[src/rtl/uart_pkg.sv]
// Shared UART types and constants for the receive path.
package uart_pkg;

    typedef enum logic [1:0] {
        IDLE  = 2'd0,
        START = 2'd1,
        DATA  = 2'd2,
        STOP  = 2'd3
    } uart_rx_state_t;

    localparam int   UART_DATA_BITS  = 8;
    localparam int   UART_OVERSAMPLE = 16;
    localparam logic UART_IDLE_LVL   = 1'b1;

endpackage

[src/rtl/uart_rx_sync.sv]
// Two-flop synchronizer for an asynchronous input that idles high.
module uart_rx_sync
    import uart_pkg::*;
(
    input  logic clk,
    input  logic rst_n,
    input  logic d,
    output logic q
);

    logic s1_q;
    logic s2_q;

    // Resolve metastability over two stages; reset to the idle line level.
    always_ff @(posedge clk or negedge rst_n) begin
        if (!rst_n) begin
            s1_q <= UART_IDLE_LVL;
            s2_q <= UART_IDLE_LVL;
        end else begin
            s1_q <= d;
            s2_q <= s1_q;
        end
    end

    assign q = s2_q;

endmodule

[src/rtl/uart_receiver.sv]
// 8N1 UART receiver: oversampled mid-bit sampling, sticky ready, error flags.
module uart_receiver
    import uart_pkg::*;
#(
    parameter int OVERSAMPLE = UART_OVERSAMPLE,
    parameter int DATA_BITS  = UART_DATA_BITS
) (
    input  logic                 clk,
    input  logic                 rst_n,
    input  logic                 enb,
    input  logic                 rx,
    input  logic                 rdy_clr,
    output logic [DATA_BITS-1:0] data_out,
    output logic                 rdy,
    output logic                 busy,
    output logic                 frame_err,
    output logic                 overrun
);

    localparam int TW = $clog2(OVERSAMPLE);
    localparam int BW = $clog2(DATA_BITS + 1);
    localparam logic [TW-1:0] TICK_MID = TW'(OVERSAMPLE / 2 - 1);
    localparam logic [TW-1:0] TICK_END = TW'(OVERSAMPLE - 1);
    localparam logic [BW-1:0] BIT_LAST = BW'(DATA_BITS - 1);

    logic                 rx_s;
    uart_rx_state_t       state_q, state_d;
    logic [TW-1:0]        tick_q, tick_d;
    logic [BW-1:0]        bit_q, bit_d;
    logic [DATA_BITS-1:0] shift_q, shift_d;
    logic [DATA_BITS-1:0] data_q, data_d;
    logic                 rdy_q, rdy_d;
    logic                 fe_q, fe_d;
    logic                 ov_q, ov_d;

    uart_rx_sync u_sync (
        .clk   (clk),
        .rst_n (rst_n),
        .d     (rx),
        .q     (rx_s)
    );

    // State and datapath registers.
    always_ff @(posedge clk or negedge rst_n) begin
        if (!rst_n) begin
            state_q <= IDLE;
            tick_q  <= '0;
            bit_q   <= '0;
            shift_q <= '0;
            data_q  <= '0;
            rdy_q   <= 1'b0;
            fe_q    <= 1'b0;
            ov_q    <= 1'b0;
        end else begin
            state_q <= state_d;
            tick_q  <= tick_d;
            bit_q   <= bit_d;
            shift_q <= shift_d;
            data_q  <= data_d;
            rdy_q   <= rdy_d;
            fe_q    <= fe_d;
            ov_q    <= ov_d;
        end
    end

    // Next-state, counters and flags; a good stop sample overrides rdy_clr.
    always_comb begin
        state_d = state_q;
        tick_d  = tick_q;
        bit_d   = bit_q;
        shift_d = shift_q;
        data_d  = data_q;
        rdy_d   = rdy_q;
        fe_d    = fe_q;
        ov_d    = ov_q;
        if (rdy_clr) begin
            rdy_d = 1'b0;
            ov_d  = 1'b0;
        end
        if (enb) begin
            tick_d = tick_q + 1'b1;
            case (state_q)
                IDLE: begin
                    tick_d = '0;
                    if (!rx_s) state_d = START;
                end
                START: begin
                    if (tick_q == TICK_MID) begin
                        tick_d = '0;
                        if (!rx_s) begin
                            state_d = DATA;
                            bit_d   = '0;
                        end else begin
                            state_d = IDLE;
                        end
                    end
                end
                DATA: begin
                    if (tick_q == TICK_END) begin
                        tick_d  = '0;
                        shift_d = {rx_s, shift_q[DATA_BITS-1:1]};
                        bit_d   = bit_q + 1'b1;
                        if (bit_q == BIT_LAST) state_d = STOP;
                    end
                end
                STOP: begin
                    if (tick_q == TICK_END) begin
                        tick_d  = '0;
                        state_d = IDLE;
                        if (rx_s) begin
                            data_d = shift_q;
                            rdy_d  = 1'b1;
                            fe_d   = 1'b0;
                            if (rdy_q && !rdy_clr) ov_d = 1'b1;
                        end else begin
                            fe_d = 1'b1;
                        end
                    end
                end
                default: begin
                    state_d = IDLE;
                    tick_d  = '0;
                end
            endcase
        end
    end

    assign data_out  = data_q;
    assign rdy       = rdy_q;
    assign busy      = (state_q != IDLE);
    assign frame_err = fe_q;
    assign overrun   = ov_q;

endmodule

[config.mk]
export PLATFORM = sky130hd
export DESIGN_NAME = uart_receiver
export DESIGN_NICKNAME = d
export VERILOG_FILES = /design/src/rtl/uart_pkg.sv /design/src/rtl/uart_rx_sync.sv /design/src/rtl/uart_receiver.sv
export SDC_FILE = /design/constraint.sdc
export NUM_CORES = 1
export LEC_CHECK = 0
export ABC_CLOCK_PERIOD_IN_PS = 1750
export CORE_MARGIN = 2
export CORE_UTILIZATION = 49
export DETAILED_ROUTE_END_ITERATION = 10
export PLACE_DENSITY = 0.75
export RECOVER_POWER = 50
export SLEW_MARGIN = 0
export SYNTH_ARGS = -nofsm -noshare
export SYNTH_HDL_FRONTEND = slang
export SYNTH_SLANG_ARGS = --single-unit
export TNS_END_PERCENT = 5
[constraint.sdc]
create_clock -name clk -period 1.75 [get_ports clk]
set_input_delay 0.175 -clock clk [delete_from_list [all_inputs] [get_ports clk]]
set_output_delay 0.175 -clock clk [all_outputs]
set_load 0.01 [all_outputs]
==> results.cfg, run 1 <==
[setup_path]
crit_path_end = shift_q[1]
critPathLaunch = tick_q[1]
worstReg2RegStart = tick_q[1]
crit_chain = ha_1 > and4_1 > and3b_1 > buf_4 > mux2_2
worst_r2r_endpoint = shift_q[1]
crit_required_ns = 1.95
timing.critical_path.to_type = register
largest_stage_delay_worst_path_ns = 0.40
regToRegSetupSlack_ns = 0.12
critPathLaunchType = register
timing_worst_setup_path_type = register to register
arrival_ns = 1.83
timing.critical_path.slowest_stage_cell = sky130_fd_sc_hd__dfrtp_1
r2r_depth = 5
path_max_fanout = 10

[layout]
area_growth_syn_to_layout_pct = 20.4
final_util = 0.624
fillCellCount = 233
drive_gt1_frac = 0.289
antenna_cells = 0
layout.nets = 148

[placement]
gp_congestion = 0.804
dp.final_hpwl_um = 1800
placement_setup_slack_ns = 0.0142
port_buffers = 16

[floorplanning]
fp.dieArea_um2 = 3360
die_height_um = 58
fp.dieW_um = 58
initial_utilization = 0.518
pin_count = 17
placementRows = 19
placeableCoreArea_um2 = 2760

[worst_hold_path]
hold_path_class = register to register

[job]
max_cap_viol_count = 0

[timing]
max-slew-margin-rel = 0.519
layout_setup_ws_ns = 0.122
timing_max_transition_violations_final = 0
finalCriticalPeriod_ns = 1.63
rsz0062_at_grt = yes
finalSetupViolCount = 0
fin_worst_hold_slack_ns = 0.362
report.final.hold_viol_count = 0
period_share = 0.930
max_freq_ghz = 0.614
final.setup_skew_ns = 0.00488
tightestPinTransition_ns = 0.722

[clocking]
hold_buffers = 0
clock_buffers_created_by_tritoncts = 5
cts_sinks = 31
cts.clk_slew.worst_paths_ns = 0.09
clock_tree.buffer_depth = 2
cts_max_level = 2
cts.root.buffer_cell = sky130_fd_sc_hd__clkbuf_4
insertion_delay_ns = 0.32
tritoncts = yes

[power_and_ir_drop]
comb_power_share = 0.299
internal_power_mw = 1.20
power.ir.vdd_worst_uv = 693
power.share.clock = 0.217
seq_power_share = 0.484
swShare = 0.319
leakage_nw = 0.819
switching_power_uw = 561
cellPowerDensity_nw_per_um2 = 1020

[drt]
post-route-drc-count = 0
first_pass_detailed_route_iteration_total = 4
detail_route.wirelength_um = 2520
via_count = 988
drt_iter0_drc = 32
avgRoutedWirePerCell_um = 14.6
postRouteAntennaNets = 0
drt-vias-per-instance = 5.71

[synthesis]
synth_warnings = 0
syn-instance-count = 116
synth.yosys.seq_area_share = 0.545
synth_fp_nets = 123
synth.cell_area_um2 = 1430
ys_types = 38
synth_area_per_cell_um2 = 12.3
ys_seq_elements = 31

[grt]
grt-ovfl-total = 0
grt_first_pass_wirelength_um = 4530
track_usage = 0.181
vias_in_the_first_global_route = 1000
grt_start_max_net_pins = 32
grt_antenna_before_repair = 0

[outcome]
outcome = finished clean
==> cells in the mapped netlist (all sizes together) <==
library cell	n	share of area
a211o	1	0.0061
a211oi	1	0.0053
a21bo	1	0.0070
a21o	3	0.016
a21oi	1	0.0035
a221o	1	0.0070
a22o	1	0.0061
a22oi	1	0.0053
a31oi	2	0.0088
and3	2	0.0088
and3b	2	0.012
and4	1	0.0061
buf	3	0.015
clkbuf	5	0.013
dfrtp	29	0.51
dfstp	2	0.037
ha	2	0.018
inv	5	0.013
mux2	18	0.14
nand2	3	0.0079
nand2b	3	0.013
nand3	5	0.018
nand3b	2	0.011
nand4	5	0.026
nor2	1	0.0026
nor2b	1	0.0044
nor3	2	0.0070
nor3b	1	0.0053
nor4bb	1	0.0070
o211ai	1	0.0053
o21ai	1	0.0035
o22ai	5	0.022
o31a	1	0.0061
or4b	2	0.017
or4bb	1	0.0079
==> power groups by stage <==
stage	clock, mW	combinational (mW)	sequential (mW)
finish	0.381	0.527	0.852
floorplan	0	0.350	0.854
global placement	0	0.477	0.865
global route	0.435	0.585	0.867
CTS	0.399	0.526	0.852
detailed placement	0	0.497	0.871
==> sequential cells by signal, indices dropped and copies added, names as in the netlist, named ones only <==
register,count
state_q,1
tick_q,4
u_sync.s1_q,1
data_out,8
shift_q,8
bit_q,4
frame_err,1
u_sync.q,1
overrun,1
rdy,1
==> metal layers <==
metal	track usage	vias up	part of all wire
met5	0	-	0
met4	0.0731	0	0.011
met3	0.0536	4	0.049
met2	0.271	28	0.47
met1	0.248	473	0.47
li1	-	483	-
==> metrics by stage <==
stage	TNS, ns	power, mW	std cells	area [µm²]
6_report	0	1.76	173	1720
5_1_grt	-0.00575	1.89	173	1720
4_1_cts	0	1.78	173	1720
3_5_place_dp	0	1.37	164	1660
3_3_place_gp	0	1.34	164	1660
2_1_floorplan	0	1.20	116	1430
==> critical path, delay by kind of cell (launching register included) <==
family / cells / cell delay [ns]
flops: 1 / 0.40
mux: 1 / 0.35
buf+inv: 1 / 0.17
fa+ha+maj: 1 / 0.19
simple gates: 2 / 0.41
==> layout make-up <==
| type | count | area, µm² | share of cell area |
|---|---|---|---|
| tap | 31 | 38.8 | 0.0225 |
| inverter | 5 | 18.8 | 0.0109 |
| sequential | 31 | 778 | 0.452 |
| clock buffer | 7 | 45.0 | 0.0262 |
| clock inverter | 1 | 5.00 | 0.00291 |
| multi-input combinational | 72 | 599 | 0.348 |
| timing repair buffer | 26 | 235 | 0.137 |
==> worst min path at each step <==
stage / start / to / slack [ns] / depth (start not counted)
3_3_place_gp: u_sync.s1_q / u_sync.q / 0.35 / 0
4_1_cts: rst_n / bit_q[3] / 0.24 / 2
3_5_place_dp: u_sync.s1_q / u_sync.q / 0.35 / 0
5_1_grt: u_sync.s1_q / u_sync.q / 0.37 / 0
6_report: u_sync.s1_q / u_sync.q / 0.36 / 0
2_1_floorplan: rst_n / asynchronous set/reset pin / -0.12 / 0
==> cells by family (layout without fill, tap and decap cells) <==
logic type / after synthesis / in the layout / share of synthesized area
DFF: 31 / 31 / 0.545
AOI/OAI and AO/OA: 20 / 20 / 0.102
and+or+nand+nor: 32 / 32 / 0.153
buffers and inverters: 13 / 39 / 0.0412
adders and majority gates: 2 / 2 / 0.0175
muxes: 18 / 18 / 0.142
==> cells in the final DEF (no fill, tap or decap), types with 2 or more instances in the layout <==
| master | Yosys | layout |
|---|---|---|
| sky130_fd_sc_hd__nand4_1 | 4 | 4 |
| sky130_fd_sc_hd__and3_1 | 2 | 2 |
| sky130_fd_sc_hd__dfstp_2 | 2 | 2 |
| sky130_fd_sc_hd__dlygate4sd3_1 | 0 | 2 |
| sky130_fd_sc_hd__nand3b_1 | 2 | 2 |
| sky130_fd_sc_hd__dfrtp_1 | 29 | 29 |
| sky130_fd_sc_hd__o22ai_1 | 5 | 5 |
| sky130_fd_sc_hd__clkbuf_4 | 0 | 5 |
| sky130_fd_sc_hd__clkdlybuf4s50_1 | 0 | 13 |
| sky130_fd_sc_hd__nand2b_1 | 3 | 3 |
| sky130_fd_sc_hd__inv_1 | 5 | 5 |
| sky130_fd_sc_hd__a31oi_1 | 2 | 2 |
| sky130_fd_sc_hd__clkbuf_1 | 5 | 2 |
| sky130_fd_sc_hd__nand2_1 | 3 | 3 |
| sky130_fd_sc_hd__nand3_1 | 5 | 5 |
| sky130_fd_sc_hd__and3b_1 | 2 | 2 |
| sky130_fd_sc_hd__a21o_1 | 3 | 3 |
| sky130_fd_sc_hd__ha_1 | 2 | 2 |
| sky130_fd_sc_hd__nor3_1 | 2 | 2 |
| sky130_fd_sc_hd__mux2_2 | 18 | 18 |
| sky130_fd_sc_hd__buf_4 | 0 | 9 |
==> what timing repair did <==
action                     CTS  global route
gates resized for setup      2             1
setup endpoints to repair    1             4
setup buffers                1             0
No activity file was read; power rests on OpenSTA's default activity.
==> run 2, diff against run 1 <==
CTS_BUF_LIST = sky130_fd_sc_hd__clkbuf_4 sky130_fd_sc_hd__clkbuf_8 sky130_fd_sc_hd__clkbuf_16   (was unset)
SLEW_MARGIN = 20   (was 0)
==> results.cfg, run 2 (same netlist as run 1, synthesis figures left out) <==
[outcome]
outcome = finished clean

[clocking]
cts.root.buffer_cell = sky130_fd_sc_hd__clkbuf_4
cts.clk_slew.worst_paths_ns = 0.09
clock_buffers_created_by_tritoncts = 5
cts_sinks = 31
clock_tree.buffer_depth = 2
cts_max_level = 2
insertion_delay_ns = 0.31
tritoncts = yes
hold_buffers = 0

[timing]
timing_max_transition_violations_final = 0
tightestPinTransition_ns = 0.725
rsz0062_at_grt = yes
fin_worst_hold_slack_ns = 0.361
max-slew-margin-rel = 0.517
period_share = 0.930
final.setup_skew_ns = 0.00494
tns_ns = 0
layout_setup_ws_ns = 0.123
finalCriticalPeriod_ns = 1.63
finalSetupViolCount = 0
report.final.hold_viol_count = 0
max_freq_ghz = 0.615

[drt]
detail_route.wirelength_um = 2530
postRouteAntennaNets = 0
drt_iter0_drc = 30
drt-vias-per-instance = 5.72
via_count = 990
first_pass_detailed_route_iteration_total = 4
post-route-drc-count = 0
avgRoutedWirePerCell_um = 14.6

[setup_path]
regToRegSetupSlack_ns = 0.12
crit_chain = ha_1 > and4_1 > and3b_1 > buf_4 > mux2_2
timing.critical_path.to_type = register
timing.critical_path.slowest_stage_cell = sky130_fd_sc_hd__dfrtp_1
path_max_fanout = 10
arrival_ns = 1.82
critPathLaunchType = register
worstReg2RegStart = tick_q[1]
largest_stage_delay_worst_path_ns = 0.40
worst_r2r_endpoint = shift_q[1]
r2r_depth = 5
timing_worst_setup_path_type = register to register
crit_required_ns = 1.95

[layout]
drive_gt1_frac = 0.303
final_util = 0.627
antenna_cells = 0
layout_commonest_cell = sky130_fd_sc_hd__dfrtp_1
fin_area_um2 = 1730
layout_common_cells = 29 x sky130_fd_sc_hd__dfrtp_1, 18 x sky130_fd_sc_hd__mux2_2, 13 x sky130_fd_sc_hd__clkdlybuf4s50_1, 9 x sky130_fd_sc_hd__buf_4, 7 x sky130_fd_sc_hd__clkbuf_4
fin_cells = 173
layout.nets = 148
area_growth_syn_to_layout_pct = 20.9
fillCellCount = 232

[grt]
grt-ovfl-total = 0
grt_antenna_before_repair = 0
globalRouteMet3Util = 0.0536
gr-usage-met1 = 0.248
grt_start_max_net_pins = 32
track_usage = 0.179
vias_in_the_first_global_route = 994
layer_with_the_highest_usage_after_global_routing = met2
grt_first_pass_wirelength_um = 4510
gr-usage-met2 = 0.271

[power_and_ir_drop]
power.ir.vdd_worst_uv = 711
cellPowerDensity_nw_per_um2 = 1030
design_power_total_mw = 1.79
leakage_nw = 0.826

[floorplanning]
fp.dieW_um = 58
placementRows = 19
pin_count = 17
initial_utilization = 0.518
fp.dieArea_um2 = 3360
placeableCoreArea_um2 = 2760
die_height_um = 58

[worst_hold_path]
whs_path_depth = 0
min-delay-start = u_sync.s1_q
hold_path_class = register to register
hold_path_end = u_sync.q

[placement]
gp_congestion = 0.804
port_buffers = 16
place_inst = 164
dp.final_hpwl_um = 1800
placed_area_um2 = 1660
placement_setup_slack_ns = 0.0142

[job]
max_cap_viol_count = 0
[run 2: cell counts in the layout (fill, tap and decap cells not counted)]
Identical to the previous run, type by type.
[run 2: routing by layer]
| layer | share of wire | routed length [µm] |
|---|---|---|
| met1 | 0.48 | 1220 |
| met2 | 0.47 | 1180 |
| met3 | 0.041 | 104 |
| met4 | 0.012 | 30 |
| met5 | 0 | 0 |
[run 2: timing repair]
action / in CTS / in global routing
gates cloned: 0 / 0
buffers inserted: 1 / 0
endpoints found under the setup margin: 1 / 4
gates resized for setup: 2 / 1
[run 2: worst max-delay path: cells and delay by family (launching register included)]
kind	cells	cell delay (ns)
multiplexers	1	0.35
AND/OR/NAND/NOR	2	0.41
flip-flops	1	0.40
adder cells (fa/ha/maj)	1	0.18
buffers and inverters	1	0.17
[run 2: final cells by class]
cell class / count / area [µm²] / share of cell area
Clock buffer: 7 / 52.6 / 0.0304
Tap cell: 31 / 38.8 / 0.0224
Timing Repair Buffer: 26 / 235 / 0.136
Inverter: 5 / 18.8 / 0.0109
Multi-Input combinational cell: 72 / 599 / 0.347
Clock inverter: 1 / 5.00 / 0.00290
Sequential cell: 31 / 778 / 0.450
[run 2: power by group]
part           switching, mW  internal, mW  leakage [nW]
registers             0.0618         0.791         0.406
logic                  0.272         0.252         0.384
clock network          0.221         0.187        0.0361
total                  0.556          1.23         0.826
[run 2: how the worst max path moves through the flow]
| stage | slack [ns] | endpoint | depth (start not counted) | start |
|---|---|---|---|---|
| finish | 0.12 | shift_q[1] | 5 | tick_q[1] |
| global route | -0.003 | data_out[1] | 4 | tick_q[1] |
| CTS | 0.008 | busy | 4 | state_q[0] |
| detailed placement | 0.01 | data_out[5] | 4 | enb |
| global placement | 0.04 | data_out[3] | 4 | enb |
| floorplan | 0.07 | shift_q[0] | 6 | tick_q[0] |
==> run 3, diff against run 2 <==
CORE_ASPECT_RATIO = 0.5   (was unset)
==> results.cfg, run 3 (same netlist as run 1, synthesis figures left out) <==
[outcome]
outcome = finished clean

[power_and_ir_drop]
design_power_total_mw = 2.26
cellPowerDensity_nw_per_um2 = 1220
power.ir.vdd_worst_uv = 642
leakage_nw = 0.875

[setup_path]
crit_required_ns = 1.92
regToRegSetupSlack_ns = 0.08
timing.critical_path.to_type = register
path_max_fanout = 10
arrival_ns = 1.84
critPathLaunchType = register
timing_worst_setup_path_type = register to register
worstReg2RegStart = tick_q[0]
critPathLaunch = tick_q[0]

[layout]
antenna_cells = 0
layout.nets = 150
layout_commonest_cell = sky130_fd_sc_hd__dfrtp_1
layout_common_cells = 29 x sky130_fd_sc_hd__dfrtp_1, 18 x sky130_fd_sc_hd__mux2_2, 14 x sky130_fd_sc_hd__clkdlybuf4s50_1, 9 x sky130_fd_sc_hd__buf_4
area_growth_syn_to_layout_pct = 29.1
fin_area_um2 = 1840
drive_gt1_frac = 0.319
fin_cells = 181
final_util = 0.687
fillCellCount = 194

[placement]
gp_congestion = 0.750
placement_setup_slack_ns = 0.0102
placed_area_um2 = 1690
place_inst = 172
port_buffers = 16
dp.final_hpwl_um = 1740

[timing]
tns_ns = 0
timing_max_transition_violations_final = 0
rsz0062_at_grt = no
report.final.hold_viol_count = 0
fin_worst_hold_slack_ns = 0.360
max_freq_ghz = 0.599
final.setup_skew_ns = 0.00414
finalSetupViolCount = 0
finalCriticalPeriod_ns = 1.67
period_share = 0.955
max-slew-margin-rel = 0.502
tightestPinTransition_ns = 0.747
layout_setup_ws_ns = 0.0795

[worst_hold_path]
min-delay-start = u_sync.s1_q
hold_path_class = register to register

[drt]
avgRoutedWirePerCell_um = 15.1
post-route-drc-count = 0
drt_iter0_drc = 50
postRouteAntennaNets = 0
first_pass_detailed_route_iteration_total = 4
via_count = 1033
drt-vias-per-instance = 5.71
detail_route.wirelength_um = 2740

[clocking]
cts_sinks = 31
cts.clk_slew.worst_paths_ns = 0.07
clock_tree.buffer_depth = 2
cts_max_level = 2
hold_buffers = 0
cts.root.buffer_cell = sky130_fd_sc_hd__clkbuf_8
insertion_delay_ns = 0.28
clock_buffers_created_by_tritoncts = 5
tritoncts = yes

[floorplanning]
fp.dieArea_um2 = 3390
placementRows = 13
pin_count = 17
fp.dieW_um = 80.4
initial_utilization = 0.532
placeableCoreArea_um2 = 2680
die_height_um = 42.2

[job]
max_cap_viol_count = 0

[grt]
grt_first_pass_wirelength_um = 4790
grt_antenna_before_repair = 0
grt_start_max_net_pins = 32
track_usage = 0.190
vias_in_the_first_global_route = 1040
grt-ovfl-total = 0
run 3: final cells by class:
class | count | area, µm² | share of cell area
timing repair buffer | 28 | 264 | 0.143
tap | 37 | 46.3 | 0.0251
clock buffer | 6 | 76.3 | 0.0414
sequential | 31 | 778 | 0.422
inverter | 5 | 18.8 | 0.0102
clock inverter | 2 | 60.1 | 0.0326
multi-input combinational | 72 | 601 | 0.326
run 3: repair_timing:
item	CTS	global route
gates resized for setup	1	3
setup endpoints to repair	1	9
buffers inserted	0	1
run 3: worst max-delay path, cell delays in order (launching register included):
cell                      delay, ns
sky130_fd_sc_hd__dfrtp_1       0.39
sky130_fd_sc_hd__ha_1          0.20
sky130_fd_sc_hd__and4_2        0.26
sky130_fd_sc_hd__and3b_1       0.17
sky130_fd_sc_hd__buf_4         0.18
sky130_fd_sc_hd__mux2_2        0.35
run 3: power breakdown:
group	switching, mW	internal (mW)
combinational	0.276	0.275
clock	0.264	0.584
sequential	0.0638	0.792
run 3: worst paths after layout:
| kind | depth (start not counted) | endpoint |
|---|---|---|
| min | 0 | u_sync.q |
| max | 5 | shift_q[0] |
| min reg2reg | 0 | u_sync.q |
| max reg2reg | 5 | shift_q[0] |
| max in group asynchronous | 2 | bit_q[3] |
| min in group asynchronous | 2 | data_out[3] |
run 3: per-layer routing:
layer / track usage / share of wire
met5: 0 / 0
met4: 0.0949 / 0.016
met3: 0.0539 / 0.046
met2: 0.293 / 0.49
met1: 0.246 / 0.45
==> edit (flow settings as in run 2) <==
Reset style: synchronous (`rst_n`), changed in 2 clocked blocks. Comments in the files are not updated.
--- a/src/rtl/uart_rx_sync.sv
+++ b/src/rtl/uart_rx_sync.sv
@@ -12,7 +12,7 @@
     logic s2_q;
 
     // Resolve metastability over two stages; reset to the idle line level.
-    always_ff @(posedge clk or negedge rst_n) begin
+    always_ff @(posedge clk) begin
         if (!rst_n) begin
             s1_q <= UART_IDLE_LVL;
             s2_q <= UART_IDLE_LVL;
--- a/src/rtl/uart_receiver.sv
+++ b/src/rtl/uart_receiver.sv
@@ -41,7 +41,7 @@
     );
 
     // State and datapath registers.
-    always_ff @(posedge clk or negedge rst_n) begin
+    always_ff @(posedge clk) begin
         if (!rst_n) begin
             state_q <= IDLE;
             tick_q  <= '0;
Function: differs if rst_n is asserted again (counterexample within 4 cycles, from zero or initial values and one cycle with rst_n low); with rst_n held inactive, the same outputs for 10 cycles.
==> edit against run 2 <==
- clock skew shrank 0.0015 ns
- routed wire length grew 1.2%
- sequential cell count is the same
- worst setup slack lost 0.019 ns
- synthesized area shrank 3.0%
- utilization shrank 2.5 points
- design area shrank 5.6%
- first-iteration DRC count shrank 37%
- final cell count grew 13%
- highest routed layer unchanged
Power is not compared: it rests on default switching activity, and its combinational part moved more than twofold at a synthesized area within 25%.
==> edit: results <==
[clock_network]
post_cts_buffers = 0
cts.clk_slew.worst_paths_ns = 0.09
cts-resized-gates = 2
cts_buffers = 5

[timing]
worst_pin_slew_ns = 0.925
hold_ws_ns = 0.404
timing.final.ws_setup_ns = 0.104
worst_clock_skew_ns = 0.00344

[place]
dp.cells = 188
gp_congestion = 0.832
placed_area_um2 = 1560
place_hpwl_um = 1800
place_ws_ns = 0.141

[synth]
ys_top_cells_by_area = "dfxtp_1 45%, mux2i_1 7.9%, nor2b_1 6.3%"
avgSynthCellArea_um2 = 9.56
synth_fp_nets = 152
netlist_top_cells_count = "31 x dfxtp_1, 21 x nand2_1, 14 x nor2b_1"
ys_seq_area_frac = 0.448
synthDistinctLibCells = 35
async_reset_ff_frac = 0
syn_area_um2 = 1390

[cells_and_area]
final_util = 0.602
seq-cell-share = 0.385
seq_cells = 31
multi_input_comb_cells = 104
num-fill-cells = 254
fin_nets = 171
nonClkBufAreaFrac = 0.114
area_share_clock_buf_inv = 0.0460
buffers = 20
multi_input_area_share = 0.426
inv_count = 2
clkbuf_count = 6
drive_above_1_share = 0.104

[routing]
route.vias.total = 1052
wire_per_inst_um = 13.1
viasPerCell = 5.39
drt_iter0_drc = 19

[power_and_ir_drop]
seq-power_mw = 0.711
vdd_ir_drop_max_uv = 695
combPwrFrac = 0.035

[critical_path]
r2r-start = "tick_q[0]"
r2r_end = "data_out[1]"
cp.arrival_ns = 1.47
startpoint = "state_q[0]"
cp-endpoint = "busy"
critPathMaxFanout = 12
r2r_cells = 6

[global_routing]
grt_use_total = 0.171
grt_max_degree = 29
grt_pass1_wl_um = 4300
grt_pass1_vias = 1013
antenna_found_initial = 0

[status]
status = "finished clean"

[hold_path]
hold_start = "rx"
whs_path_depth = 2
hold_path_end = "u_sync.s1_q"
hold_class = "in2reg"
-- edit: logic make-up (layout without fill, tap and decap cells) --
kind of cell / Yosys count / in the layout / synth area share
AOI/OAI and AO/OA: 28 / 28 / 0.147
DFF: 31 / 31 / 0.448
adders and majority gates: 2 / 2 / 0.0180
muxes: 11 / 11 / 0.0794
buffers and inverters: 10 / 29 / 0.0442
and+or+nand+nor: 62 / 62 / 0.257
xor gates and xnor gates: 1 / 1 / 0.00632
-- edit: critical path: stages (launching register included) --
cell             delay, ns
dfxtp_4               0.42
nor2_1                0.06
inv_1                 0.12
clkdlybuf4s50_1       0.55
-- edit: metal layers --
layer  vias to the layer above  global-route usage  part of all wire
li1                        536                   -                 -
met1                       499               0.211              0.47
met2                        12               0.276              0.49
met3                         5              0.0431             0.027
met4                         0              0.0897             0.016
met5                         -                   0                 0
